<file path="src/rtl/misr_compactor.sv">
// Multiple-input signature register with a run controller: compacts NUM_PATTERNS
// response beats into a W-bit signature and compares the result against GOLDEN.
module misr_compactor #(
   parameter int             W            = 16,
   parameter logic [W-1:0]   POLY         = 'h002D,
   parameter logic [W-1:0]   SEED         = '0,
   parameter int             NUM_PATTERNS = 1000,
   parameter logic [W-1:0]   GOLDEN       = '0,
   localparam int            CW           = $clog2(NUM_PATTERNS + 1)
) (
   input  logic          clk,
   input  logic          reset,
   input  logic          start,
   input  logic          resp_valid,
   input  logic [W-1:0]  resp,
   output logic          busy,
   output logic          done,
   output logic          pass,
   output logic [W-1:0]  signature,
   output logic [CW-1:0] count
);

   typedef enum logic [1:0] {IDLE, RUN, DONE} state_t;

   localparam logic [CW-1:0] LAST_COUNT = CW'(NUM_PATTERNS - 1);

   state_t         state, next_state;
   logic [W-1:0]   sig_next, sig_mixed;
   logic [CW-1:0]  count_next;
   logic           pass_next;
   logic           fb;

   assign fb        = ^(signature & POLY);
   assign sig_mixed = {fb, signature[W-1:1]} ^ resp;

   // Next-state and next-register values; everything holds unless a start or beat arrives.
   always_comb begin
      next_state = state;
      sig_next   = signature;
      count_next = count;
      pass_next  = pass;
      unique case (state)
         IDLE, DONE: begin
            if (start) begin
               next_state = RUN;
               sig_next   = SEED;
               count_next = '0;
               pass_next  = 1'b0;
            end
         end
         RUN: begin
            if (resp_valid) begin
               sig_next   = sig_mixed;
               count_next = count + CW'(1);
               if (count == LAST_COUNT) begin
                  next_state = DONE;
                  pass_next  = (sig_mixed == GOLDEN);
               end
            end
         end
         default: next_state = IDLE;
      endcase
   end

   // busy/done are registered from the next state so they track the state register exactly.
   always_ff @(posedge clk) begin
      if (reset) begin
         state     <= IDLE;
         signature <= SEED;
         count     <= '0;
         pass      <= 1'b0;
         busy      <= 1'b0;
         done      <= 1'b0;
      end else begin
         state     <= next_state;
         signature <= sig_next;
         count     <= count_next;
         pass      <= pass_next;
         busy      <= (next_state == RUN);
         done      <= (next_state == DONE);
      end
   end

endmodule

</file>
<file path="config.mk">
export PLATFORM = sky130hd
export DESIGN_NAME = misr_compactor
export DESIGN_NICKNAME = d
export VERILOG_FILES = /design/src/rtl/misr_compactor.sv
export SDC_FILE = /design/constraint.sdc
export NUM_CORES = 1
export LEC_CHECK = 0
export CAP_MARGIN = 20
export CORE_ASPECT_RATIO = 0.5
export CORE_MARGIN = 2
export CORE_UTILIZATION = 44
export DETAILED_ROUTE_END_ITERATION = 8
export PLACE_DENSITY = 0.87
export SLEW_MARGIN = 10
export SYNTH_ARGS = -nofsm -noshare
export SYNTH_HDL_FRONTEND = slang
export SYNTH_SLANG_ARGS = --single-unit
</file>
<file path="constraint.sdc">
create_clock -name clk -period 1.6 [get_ports clk]
set_input_delay 0.24 -clock clk [delete_from_list [all_inputs] [get_ports clk]]
set_output_delay 0.24 -clock clk [all_outputs]
set_load 0.01 [all_outputs]
</file>
==> results of run 1 <==
## power breakdown
part	internal, W	total, W	leakage (nW)	switching [W]
Clock	0.000305	0.000603	0.0422	0.000299
Sequential	0.000793	0.000811	0.251	0.0000183
Combinational	0.000152	0.000291	0.523	0.000139
Total	0.00125	0.00171	0.816	0.000455
## what timing repair did
item                                   4_1_cts  5_1_grt
hold buffers                                 0        0
gates resized for setup                      1        1
gates cloned                                 0        1
endpoints found under the hold margin        0        0
pin swaps                                    0        4
setup endpoints to repair                   21        4
## registers in the layout, summed over array words and instances, names as in the netlist
signal / count
pass: 1
count: 10
state: 2
signature: 16
busy: 1
done: 1
## cells in the final DEF (no fill, tap or decap), types with 2 or more instances in the layout
cell                              Yosys  layout
sky130_fd_sc_hd__clkdlybuf4s50_1      0      48
sky130_fd_sc_hd__nor2_1              38      38
sky130_fd_sc_hd__dfxtp_1             31      31
sky130_fd_sc_hd__buf_4                0      21
sky130_fd_sc_hd__xnor2_1             19      19
sky130_fd_sc_hd__a21oi_1             17      17
sky130_fd_sc_hd__nand2_1              9       9
sky130_fd_sc_hd__xor2_1               5       5
sky130_fd_sc_hd__nand4_1              5       5
sky130_fd_sc_hd__clkbuf_8             0       5
sky130_fd_sc_hd__o21ai_0              4       4
sky130_fd_sc_hd__o31a_1               4       4
sky130_fd_sc_hd__nor2b_1              3       3
sky130_fd_sc_hd__a22oi_1              2       2
sky130_fd_sc_hd__nor3_1               2       2
sky130_fd_sc_hd__nand2b_1             3       2
sky130_fd_sc_hd__nand3_1              2       2
sky130_fd_sc_hd__or3_1                2       2
sky130_fd_sc_hd__clkbuf_1             3       2
## final cells by class
type,instances,area (um2)
Clock buffer,7,76.3
Clock inverter,1,5.00
Fill cell,219,856
Inverter,1,3.75
Multi-Input combinational cell,131,798
Sequential cell,31,621
Tap cell,40,50.0
Timing Repair Buffer,69,638
## stage by stage
stage               hold WS (ps)  worst slack (ps)  setup TNS, ps  utilization  total power [W]
detailed placement           509              -490          -8950        0.686          0.00111
finish                       517              63.2              0        0.719          0.00171
global placement             484              -427          -7010        0.686          0.00110
CTS                          520              42.3              0        0.715          0.00170
global route                 549              3.45              0        0.719          0.00176
floorplan                    309               160              0            -         0.000964
## metal layers
layer  global-route usage  share of wire  vias up
met5                    0              0        -
met4                0.108          0.024        0
met3               0.0522          0.055       13
met2                0.386           0.51       47
met1                0.241           0.41      694
li1                     -              -      714
## worst max-delay path, stage by stage, from the launching register on
cell	delay (ps)
sky130_fd_sc_hd__dfxtp_1	310
sky130_fd_sc_hd__or3b_1	370
sky130_fd_sc_hd__nor3_1	350
sky130_fd_sc_hd__nor2b_1	130
sky130_fd_sc_hd__o21ai_0	160
sky130_fd_sc_hd__o31ai_1	90
## logic make-up after synthesis
kind of cell	after synthesis	share of synthesized area
simple gates	75	0.264
flops	31	0.434
compound gates	30	0.126
xor+xnor	24	0.147
buf+inv	7	0.0201
fa+ha+maj	1	0.00876
## worst paths after layout
| kind | startpoint | to | slack, ps | cells past startpoint |
|---|---|---|---|---|
| min | count[9] | count[9] | 520 | 2 |
| max | count[3] | pass | 60 | 5 |
| max reg2reg | count[3] | pass | 60 | 5 |
| min reg2reg | count[9] | count[9] | 520 | 2 |
==> impl_summary.log, run 1 <==
[metrics] via count: 1,468
[metrics] status: finished clean
[metrics] slew margin rel.: 0.642
[metrics] maximum count of clock buffers along a single path: 2
[metrics] top cell type by total area after synthesis: sky130_fd_sc_hd__dfxtp_1
[metrics] post-synthesis instance area: 1430 um2
[metrics] post-DR vias/cell: 5.24
[metrics] starting DRC count in detailed routing: 64
[metrics] area of the core: ~3000 um2
[metrics] Total GRT Usage: 0.212
[metrics] cell count after synthesis: approximately 170
[metrics] area share of the largest cell type after synthesis: 0.434
[metrics] die outline width: approximately 85 um
[metrics] number of antenna violations at the first check in global routing: 0
[metrics] post-route cell area: 2190 um2
[metrics] die area: 3750 um2
[metrics] Area after DPL: 2090 um2
[metrics] Routed Antenna Nets: 0
[metrics] layout cell share with drive strength beyond 1: 0.142
[metrics] via count of the first global-routing pass: 1,357
[metrics] syn_nets: 189
[metrics] count of flip-flops with a built-in enable after synthesis: 0
[metrics] weighted congestion reported at the end of routability-driven placement: 0.836
[metrics] clock-pin slew of the registers on the worst-case setup and hold paths: 70 ps
[metrics] clock latency of the later-clocked register in the worst-skew pair: 290 ps
[metrics] leading cell types by total area after synthesis: sky130_fd_sc_hd__dfxtp_1 (43%), sky130_fd_sc_hd__xnor2_1 (12%), sky130_fd_sc_hd__nor2_1 (10%)
[metrics] power density cells: 778 nW/um2
[metrics] mean cell area of the mapped netlist: between 8 and 9 um2
[metrics] leakage component of the power: roughly 0.8 nW
[metrics] total gr overflow: 0
[metrics] number of clock buffers inserted by TritonCTS: 5
[metrics] first-pass GRT wire length: 6040 um
[metrics] boundary pin count: between 40 and 50
[metrics] Worst Max-Slew Pin Slew: 536 ps
[metrics] pin count of the biggest net entering global routing: 27
[metrics] Final min period: around 1500 ps
[metrics] IR Drop Worst-Case VDD: 534 uV
[metrics] nets@finish: 260
[metrics] Max-cap violations: 0
[metrics] Max FO, Critical Path: 3
[metrics] post-synthesis sequential area ratio: 0.434
[metrics] worst min-delay path class: reg2reg
[metrics] count of input and output buffers: 48
[metrics] number of standard cells in the layout, taps in and fillers out: 280
[metrics] DRC violations left: 0
[metrics] top-count cell post-synth: sky130_fd_sc_hd__nor2_1
[metrics] kind of critical path: reg2reg
[metrics] HPWL Detailed: 2820 um
[metrics] achievable frequency: 651 MHz
[metrics] placed cells: around 270
[metrics] data required time at the worst endpoint: ~1800 ps
[metrics] most common flop cell mapped by yosys: sky130_fd_sc_hd__dfxtp_1
[metrics] clock skew after layout: around 6.4 ps
[metrics] initial cell density of the core: 0.469
[metrics] drt wl/cell: 14.0 um
[metrics] DIE HEIGHT: 44.3 um
[metrics] H-tree levels: 2
[metrics] number of max-slew violations in the final report: 0
[metrics] critical path launch point type: register
[metrics] number of buffers inserted to repair setup after CTS: 0
[metrics] final count of hold timing violations: 0
[metrics] ant diodes: 0
[metrics] area growth from synthesis to final layout: 53.4%
[metrics] count of warnings emitted by yosys: 0
[metrics] crit path DAT: 1700 ps
[metrics] number of synthesized register bits: 31
[metrics] RSZ-0062 raised after global routing: false
[metrics] # rows: 14
[metrics] critical path capture point type: register
[metrics] Clock Sinks: 31
[metrics] Period Utilization, post-route: 0.961
[metrics] Synth async-reset ratio: 0
[metrics] final wirelength: 3910 um
[metrics] Clk Tree Root Cell: sky130_fd_sc_hd__clkbuf_8
[metrics] commonest cells in the netlist: sky130_fd_sc_hd__nor2_1 (38), sky130_fd_sc_hd__dfxtp_1 (31), sky130_fd_sc_hd__xnor2_1 (19), sky130_fd_sc_hd__a21oi_1 (17), sky130_fd_sc_hd__nand2_1 (9)
[metrics] clock tree from TritonCTS: yes
[metrics] Netlist cell types: 34
[metrics] final setup vio count: 0
[metrics] detailed-router iteration count before antenna repair: 4
Note: power is estimated with default switching activity, not from simulation.
==> inputs of run 2 (changes only) <==
CTS_CLUSTER_DIAMETER = 150   (was unset)
==> results of run 2 <==
Same layout as run 1: the final DEF is identical, and so are final timing and power.
